==> src/rtl/seq_alu.sv <==
// Registered DataWidth-bit ALU with a V/N/C/Z flag register and a multi-cycle
// shift-add multiplier behind a Start/Done handshake.
module seq_alu #(
  parameter int DataWidth = 8,
  parameter int FlagBits  = 4
) (
  input  logic                 Clk,
  input  logic                 Reset,
  input  logic                 Start,
  input  logic [3:0]           FuncOp,
  input  logic [DataWidth-1:0] A,
  input  logic [DataWidth-1:0] B,
  output logic                 Ready,
  output logic                 Done,
  output logic                 Err,
  output logic [DataWidth-1:0] Y,
  output logic [DataWidth-1:0] YHi,
  output logic [FlagBits-1:0]  Flags
);

  localparam int CntW = $clog2(DataWidth + 1);
  localparam int Msb  = DataWidth - 1;

  localparam logic [3:0] OP_ADD = 4'd0;
  localparam logic [3:0] OP_ADC = 4'd1;
  localparam logic [3:0] OP_SUB = 4'd2;
  localparam logic [3:0] OP_SBC = 4'd3;
  localparam logic [3:0] OP_AND = 4'd4;
  localparam logic [3:0] OP_OR  = 4'd5;
  localparam logic [3:0] OP_XOR = 4'd6;
  localparam logic [3:0] OP_SHL = 4'd7;
  localparam logic [3:0] OP_SHR = 4'd8;
  localparam logic [3:0] OP_ROL = 4'd9;
  localparam logic [3:0] OP_ROR = 4'd10;
  localparam logic [3:0] OP_CMP = 4'd11;
  localparam logic [3:0] OP_MUL = 4'd12;

  typedef enum logic [0:0] {ST_IDLE = 1'b0, ST_MULT = 1'b1} state_t;

  state_t               state_r, state_nxt_s;
  logic [CntW-1:0]      cnt_r;
  logic [DataWidth-1:0] mcand_r, acc_hi_r, acc_lo_r;
  logic [DataWidth-1:0] y_r, yhi_r;
  logic [FlagBits-1:0]  flags_r;
  logic                 done_r, err_r;

  logic                 cin_s, add_cin_s, sub_cin_s;
  logic [DataWidth:0]   add_sum_s, sub_sum_s;
  logic [DataWidth-1:0] res_s;
  logic                 c_s, v_s, legal_s, wr_y_s;
  logic [FlagBits-1:0]  alu_flags_s;

  logic [DataWidth:0]   step_sum_s;
  logic [DataWidth-1:0] nxt_hi_s, nxt_lo_s;
  logic                 last_s;
  logic [FlagBits-1:0]  mul_flags_s;

  // Single-cycle datapath: carry-in always comes from the registered C flag.
  always_comb begin
    cin_s     = flags_r[1];
    add_cin_s = (FuncOp == OP_ADC) ? cin_s : 1'b0;
    sub_cin_s = (FuncOp == OP_SBC) ? cin_s : 1'b1;
    add_sum_s = {1'b0, A} + {1'b0, B} + {{DataWidth{1'b0}}, add_cin_s};
    sub_sum_s = {1'b0, A} + {1'b0, ~B} + {{DataWidth{1'b0}}, sub_cin_s};
    res_s     = '0;
    c_s       = 1'b0;
    v_s       = 1'b0;
    legal_s   = 1'b1;
    wr_y_s    = 1'b1;
    case (FuncOp)
      OP_ADD, OP_ADC: begin
        res_s = add_sum_s[Msb:0];
        c_s   = add_sum_s[DataWidth];
        v_s   = (A[Msb] == B[Msb]) && (add_sum_s[Msb] != A[Msb]);
      end
      OP_SUB, OP_SBC, OP_CMP: begin
        res_s  = sub_sum_s[Msb:0];
        c_s    = sub_sum_s[DataWidth];
        v_s    = (A[Msb] != B[Msb]) && (sub_sum_s[Msb] != A[Msb]);
        wr_y_s = (FuncOp != OP_CMP);
      end
      OP_AND: res_s = A & B;
      OP_OR:  res_s = A | B;
      OP_XOR: res_s = A ^ B;
      OP_SHL: begin
        res_s = {A[Msb-1:0], 1'b0};
        c_s   = A[Msb];
      end
      OP_SHR: begin
        res_s = {1'b0, A[Msb:1]};
        c_s   = A[0];
      end
      OP_ROL: begin
        res_s = {A[Msb-1:0], cin_s};
        c_s   = A[Msb];
      end
      OP_ROR: begin
        res_s = {cin_s, A[Msb:1]};
        c_s   = A[0];
      end
      OP_MUL: legal_s = 1'b1;
      default: begin
        legal_s = 1'b0;
        wr_y_s  = 1'b0;
      end
    endcase
    alu_flags_s = {v_s, res_s[Msb], c_s, ~|res_s};
  end

  // One shift-add step: {carry, hi + mcand?, lo} shifted right by one.
  always_comb begin
    step_sum_s  = {1'b0, acc_hi_r} + (acc_lo_r[0] ? {1'b0, mcand_r} : {(DataWidth+1){1'b0}});
    nxt_hi_s    = step_sum_s[DataWidth:1];
    nxt_lo_s    = {step_sum_s[0], acc_lo_r[Msb:1]};
    last_s      = (cnt_r == CntW'(1));
    mul_flags_s = {1'b0, nxt_hi_s[Msb], |nxt_hi_s, ~|{nxt_hi_s, nxt_lo_s}};
  end

  // State register.
  always_ff @(posedge Clk or posedge Reset) begin
    if (Reset) state_r <= ST_IDLE;
    else       state_r <= state_nxt_s;
  end

  // Next-state logic.
  always_comb begin
    state_nxt_s = state_r;
    case (state_r)
      ST_IDLE: begin
        if (Start && (FuncOp == OP_MUL)) state_nxt_s = ST_MULT;
        else                              state_nxt_s = ST_IDLE;
      end
      ST_MULT: begin
        if (last_s) state_nxt_s = ST_IDLE;
        else        state_nxt_s = ST_MULT;
      end
      default: state_nxt_s = ST_IDLE;
    endcase
  end

  // Output decode.
  always_comb begin
    Ready = 1'b0;
    case (state_r)
      ST_IDLE: Ready = 1'b1;
      ST_MULT: Ready = 1'b0;
      default: Ready = 1'b0;
    endcase
  end

  // Result, flag and multiplier registers.
  always_ff @(posedge Clk or posedge Reset) begin
    if (Reset) begin
      cnt_r    <= '0;
      mcand_r  <= '0;
      acc_hi_r <= '0;
      acc_lo_r <= '0;
      y_r      <= '0;
      yhi_r    <= '0;
      flags_r  <= 4'b0000;
      done_r   <= 1'b0;
      err_r    <= 1'b0;
    end else begin
      done_r <= 1'b0;
      err_r  <= 1'b0;
      case (state_r)
        ST_IDLE: begin
          if (Start) begin
            if (FuncOp == OP_MUL) begin
              mcand_r  <= A;
              acc_hi_r <= '0;
              acc_lo_r <= B;
              cnt_r    <= CntW'(DataWidth);
            end else if (legal_s) begin
              if (wr_y_s) begin
                y_r   <= res_s;
                yhi_r <= '0;
              end
              flags_r <= alu_flags_s;
              done_r  <= 1'b1;
            end else begin
              done_r <= 1'b1;
              err_r  <= 1'b1;
            end
          end
        end
        ST_MULT: begin
          acc_hi_r <= nxt_hi_s;
          acc_lo_r <= nxt_lo_s;
          cnt_r    <= cnt_r - CntW'(1);
          if (last_s) begin
            y_r     <= nxt_lo_s;
            yhi_r   <= nxt_hi_s;
            flags_r <= mul_flags_s;
            done_r  <= 1'b1;
          end
        end
        default: done_r <= 1'b0;
      endcase
    end
  end

  assign Y     = y_r;
  assign YHi   = yhi_r;
  assign Flags = flags_r;
  assign Done  = done_r;
  assign Err   = err_r;

endmodule

==> config.mk <==
export PLATFORM = sky130hd
export DESIGN_NAME = seq_alu
export DESIGN_NICKNAME = d
export VERILOG_FILES = /design/src/rtl/seq_alu.sv
export SDC_FILE = /design/constraint.sdc
export NUM_CORES = 1
export LEC_CHECK = 0
export ABC_AREA = 1
export CELL_PAD_IN_SITES_DETAIL_PLACEMENT = 0
export CELL_PAD_IN_SITES_GLOBAL_PLACEMENT = 1
export CORE_ASPECT_RATIO = 0.9
export CORE_MARGIN = 4
export CORE_UTILIZATION = 41
export CTS_CLUSTER_SIZE = 16
export DETAILED_ROUTE_END_ITERATION = 16
export PLACE_DENSITY = 0.84
export SLEW_MARGIN = 20
export SYNTH_ARGS = -nofsm -noshare
export SYNTH_HDL_FRONTEND = slang
export SYNTH_SLANG_ARGS = --single-unit
==> constraint.sdc <==
create_clock -name Clk -period 3.3 [get_ports Clk]
set_clock_uncertainty 0.1 [all_clocks]
set_input_delay 0.66 -clock Clk [delete_from_list [all_inputs] [get_ports Clk]]
set_output_delay 0.66 -clock Clk [all_outputs]
set_load 0.02 [all_outputs]
==> results by group <==
Clocking
  • Clk sink count: 51
  • Postcts setup bufs: 0
  • Clk_lat worst skew: between 0.3 and 0.4 ns
  • CTS tree: built
  • CTS H-Tree Depth: 2
  • Clk root buf: clkbuf_8
  • Total clock buffers created by CTS: 5
  • Clock-pin slew on the worst setup and hold paths: around 0.10 ns
  • CTS max path bufs: 2

Timing
  • Worst-margin pin slew: roughly 0.62 ns
  • RSZ-0062 raised after global routing: false
  • Rel. slew slack: approximately three fifths
  • Fin. max-slew vios: 0
  • Final Hold Fails: 0
  • Period minus WS final: about 3.0 ns
  • Setup violators final: 0
  • Setup_tns: 0 ns
  • Max Fclk: ~330 MHz
  • Period utilization: a little over 90%
  • Final worst setup slack: approximately 0.26 ns

Run
  • Maxcap violations: 0

Worst setup path
  • Critical path class: input port to flip-flop
  • Crit end category: flip-flop
  • Data arrival, critical path: 3.19 ns
  • CP Max Fanout: 4
  • Worst r2r src: Flags[1]
  • Reg2reg end: Flags[0]
  • R2R cell count: 15
  • Worst Setup SP: FuncOp[0]
  • Startpoint Class: input port
  • Worst EP required: roughly 3.5 ns
  • R2R setup slack: 0.68 ns

Final layout
  • Layout cells sized above 1: a little under a tenth
  • # diodes: 0
  • Synth-to-Final Area Change: 21.8%
  • Fillers: 1012
  • Fin nets: 711
  • Area taken by multi-input logic gates: 2360 um^2
  • FF+latch area: 1280 um^2

Placement
  • Post-DP HPWL: 9690 um
  • GP Congestion: just over 0.9
  • Dpl ws: -0.172 ns
  • Port bufs: between 40 and 50

Yosys
  • Largest area contributor in the netlist: dfrtp_1
  • Post-Syn Nets: about 650
  • Ranking of synthesized cells by area: dfrtp_1 32%, nand2_1 16%, ha_1 10%, inv_1 6.5%, nand3_1 5.2%
  • Yosys top cell area share: a little under a third
  • Yosys reg bits: 51
  • Post-synth cell types: 34
  • Synth Warn #: 0
  • Synth Cell Area: about 4000 um^2
  • Post-synthesis sequential area ratio: 31.7%
  • Syn Area/Cell: between 6 and 7 um^2
  • Cell count after synthesis: ~600

Drt
  • 1st-iter DRT viols: 328
  • Post-detailed-route count of antenna-violating nets: 0
  • Final wirelength: between 10000 and 15000 um
  • WL/cell: 15.5 um
  • DR DRC count: 0
  • TritonRoute pass-1 iters: 5
  • Vias per cell: approximately 5.2
  • DR vias: about 4000

GRT
  • Number of global-route vias before repair: 3850
  • First-pass GRT wire length: a little under 20000 um
  • GRT Overall Usage: 21.6%
  • Global route total overflow: 0
  • Largest net degree at the start of global routing: 30
  • Initial antenna violation count: 0

Power
  • Leak: 2.55 nW
  • VDD IR max: around 470 uV
  • Pwr dens: between 600 and 700 nW/um^2

Hold path
  • HP Class: flip-flop to flip-flop
  • Hold Crit Start: mcand_r[3]
  • Hold endpoint: mcand_r[3]
  • Hold Path Depth: 2

Die
  • Top-level I/O count: 46
  • Core Rows: 34
  • Initial core utilization: 41.8%
  • Die area: 11500 um^2
  • Die Span Y: around 100 um
  • Core Region: a little under 10000 um^2
  • Die width: 112 um

Status
  • Status: complete, no violations
-- per-stage QoR --
| stage | utilization [%] | instance area [um^2] | hold slack [ns] | power (W) | instances |
|---|---|---|---|---|---|
| after floorplan | - | 4020 | 0.353 | 0.00205 | 587 |
| after global placement | 49.5 | 4750 | 0.364 | 0.00262 | 769 |
| after detailed placement | 49.5 | 4750 | 0.372 | 0.00264 | 769 |
| after CTS | 50.8 | 4890 | 0.395 | 0.00317 | 777 |
| after global routing | 50.9 | 4890 | 0.415 | 0.00342 | 777 |
| final | 50.9 | 4890 | 0.390 | 0.00316 | 777 |
-- sequential cells by signal, summed over array words and instances, names as in the netlist --
signal and cells:
acc_hi_r 8, Flags 4, YHi 8, Err 1
cnt_r 4, Done 1, state_r 1, Y 8
mcand_r 8, acc_lo_r 8
-- cells in the mapped netlist --
cell       number
nand3_1        42
a22oi_1         2
o21ai_0        34
o221ai_1        1
buf_4           2
nand3b_1        1
nand4_1        11
ha_1           33
fa_1            5
nor4_2          1
nor2_1         56
a21o_1          1
clkinv_1        1
nand2_1       175
inv_2          14
clkbuf_1        7
a21oi_1        20
o2111ai_1       1
xnor2_1         1
nor3_1          5
o22ai_1         4
nor2_2          5
o211ai_1       10
nor4_1          3
xor2_1          7
a31oi_1         8
o21ai_1         2
or2_2           2
inv_1          70
o31ai_1         2
o21bai_1        2
buf_2           7
dfrtp_1        51
nor2_4          1
-- power breakdown --
part,switching (W),internal [W]
logic,0.000952,0.000623
clock network,0.000212,0.000303
registers,0.000199,0.000874
-- area by class of cell --
class | instances | area share, %
timing repair buffer | 72 | 13.3
clock inverter | 2 | 1.23
tap | 126 | 3.22
sequential | 51 | 26.1
multi-input combinational | 435 | 48.1
inverter | 85 | 6.52
clock buffer | 6 | 1.48
-- worst max path at each step --
stage          endpoint  slack, ns
6_report       Flags[0]       0.26
3_5_place_dp   Flags[0]      -0.17
5_1_grt        Flags[0]       0.01
2_1_floorplan  Flags[0]       0.51
4_1_cts        Flags[0]       0.15
3_3_place_gp   Flags[0]      -0.09
-- repair_timing --
action / in CTS / in global routing
gates resized for setup: 0 / 3
endpoints found under the setup margin: 0 / 2
hold buffers: 0 / 0
-- cells in the final DEF, fill, tap and decap left out, drive strengths merged, types with 8 or more instances in the layout --
| master | instances |
|---|---|
| nor2 | 62 |
| nand4 | 11 |
| nand2 | 175 |
| clkdlybuf4s50 | 45 |
| o21ai | 36 |
| buf | 27 |
| ha | 33 |
| dfrtp | 51 |
| o211ai | 10 |
| a31oi | 8 |
| a21oi | 20 |
| nand3 | 42 |
| inv | 84 |
-- critical path: stages --
cell             delay [ns]
clkdlybuf4s50_1        0.54
nand2_1                0.10
inv_1                  0.08
nand4_1                0.09
fa_1                   0.42
fa_2                   0.39
xor2_1                 0.16
nor2_1                 0.05
nor2_1                 0.08
nand2_1                0.08
nor2_1                 0.09
nand3_1                0.09
nor2_1                 0.12
nand4_1                0.08
nand2_1                0.07
nand2_1                0.05
nand2_1                0.05
-- logic make-up (layout without fill, tap and decap cells) --
group           count (synthesis)  after routing  share of synthesized area [%]
buf+inv                       101            165                           9.83
compound gates                 87             87                           12.4
fa+ha+maj                      38             38                           12.8
flops                          51             51                           31.7
xor+xnor                        8              8                           1.74
simple gates                  302            302                           31.5
-- routing by layer --
layer / GRT usage [%] / share of wire, % / wire length (um)
met3: 3.26 / 6.2 / 744
met1: 33.0 / 50 / 6030
met5: 0 / 0 / 0
met2: 33.2 / 43 / 5160
met4: 2.96 / 0.77 / 93
Note: power is estimated with default switching activity, not from simulation.
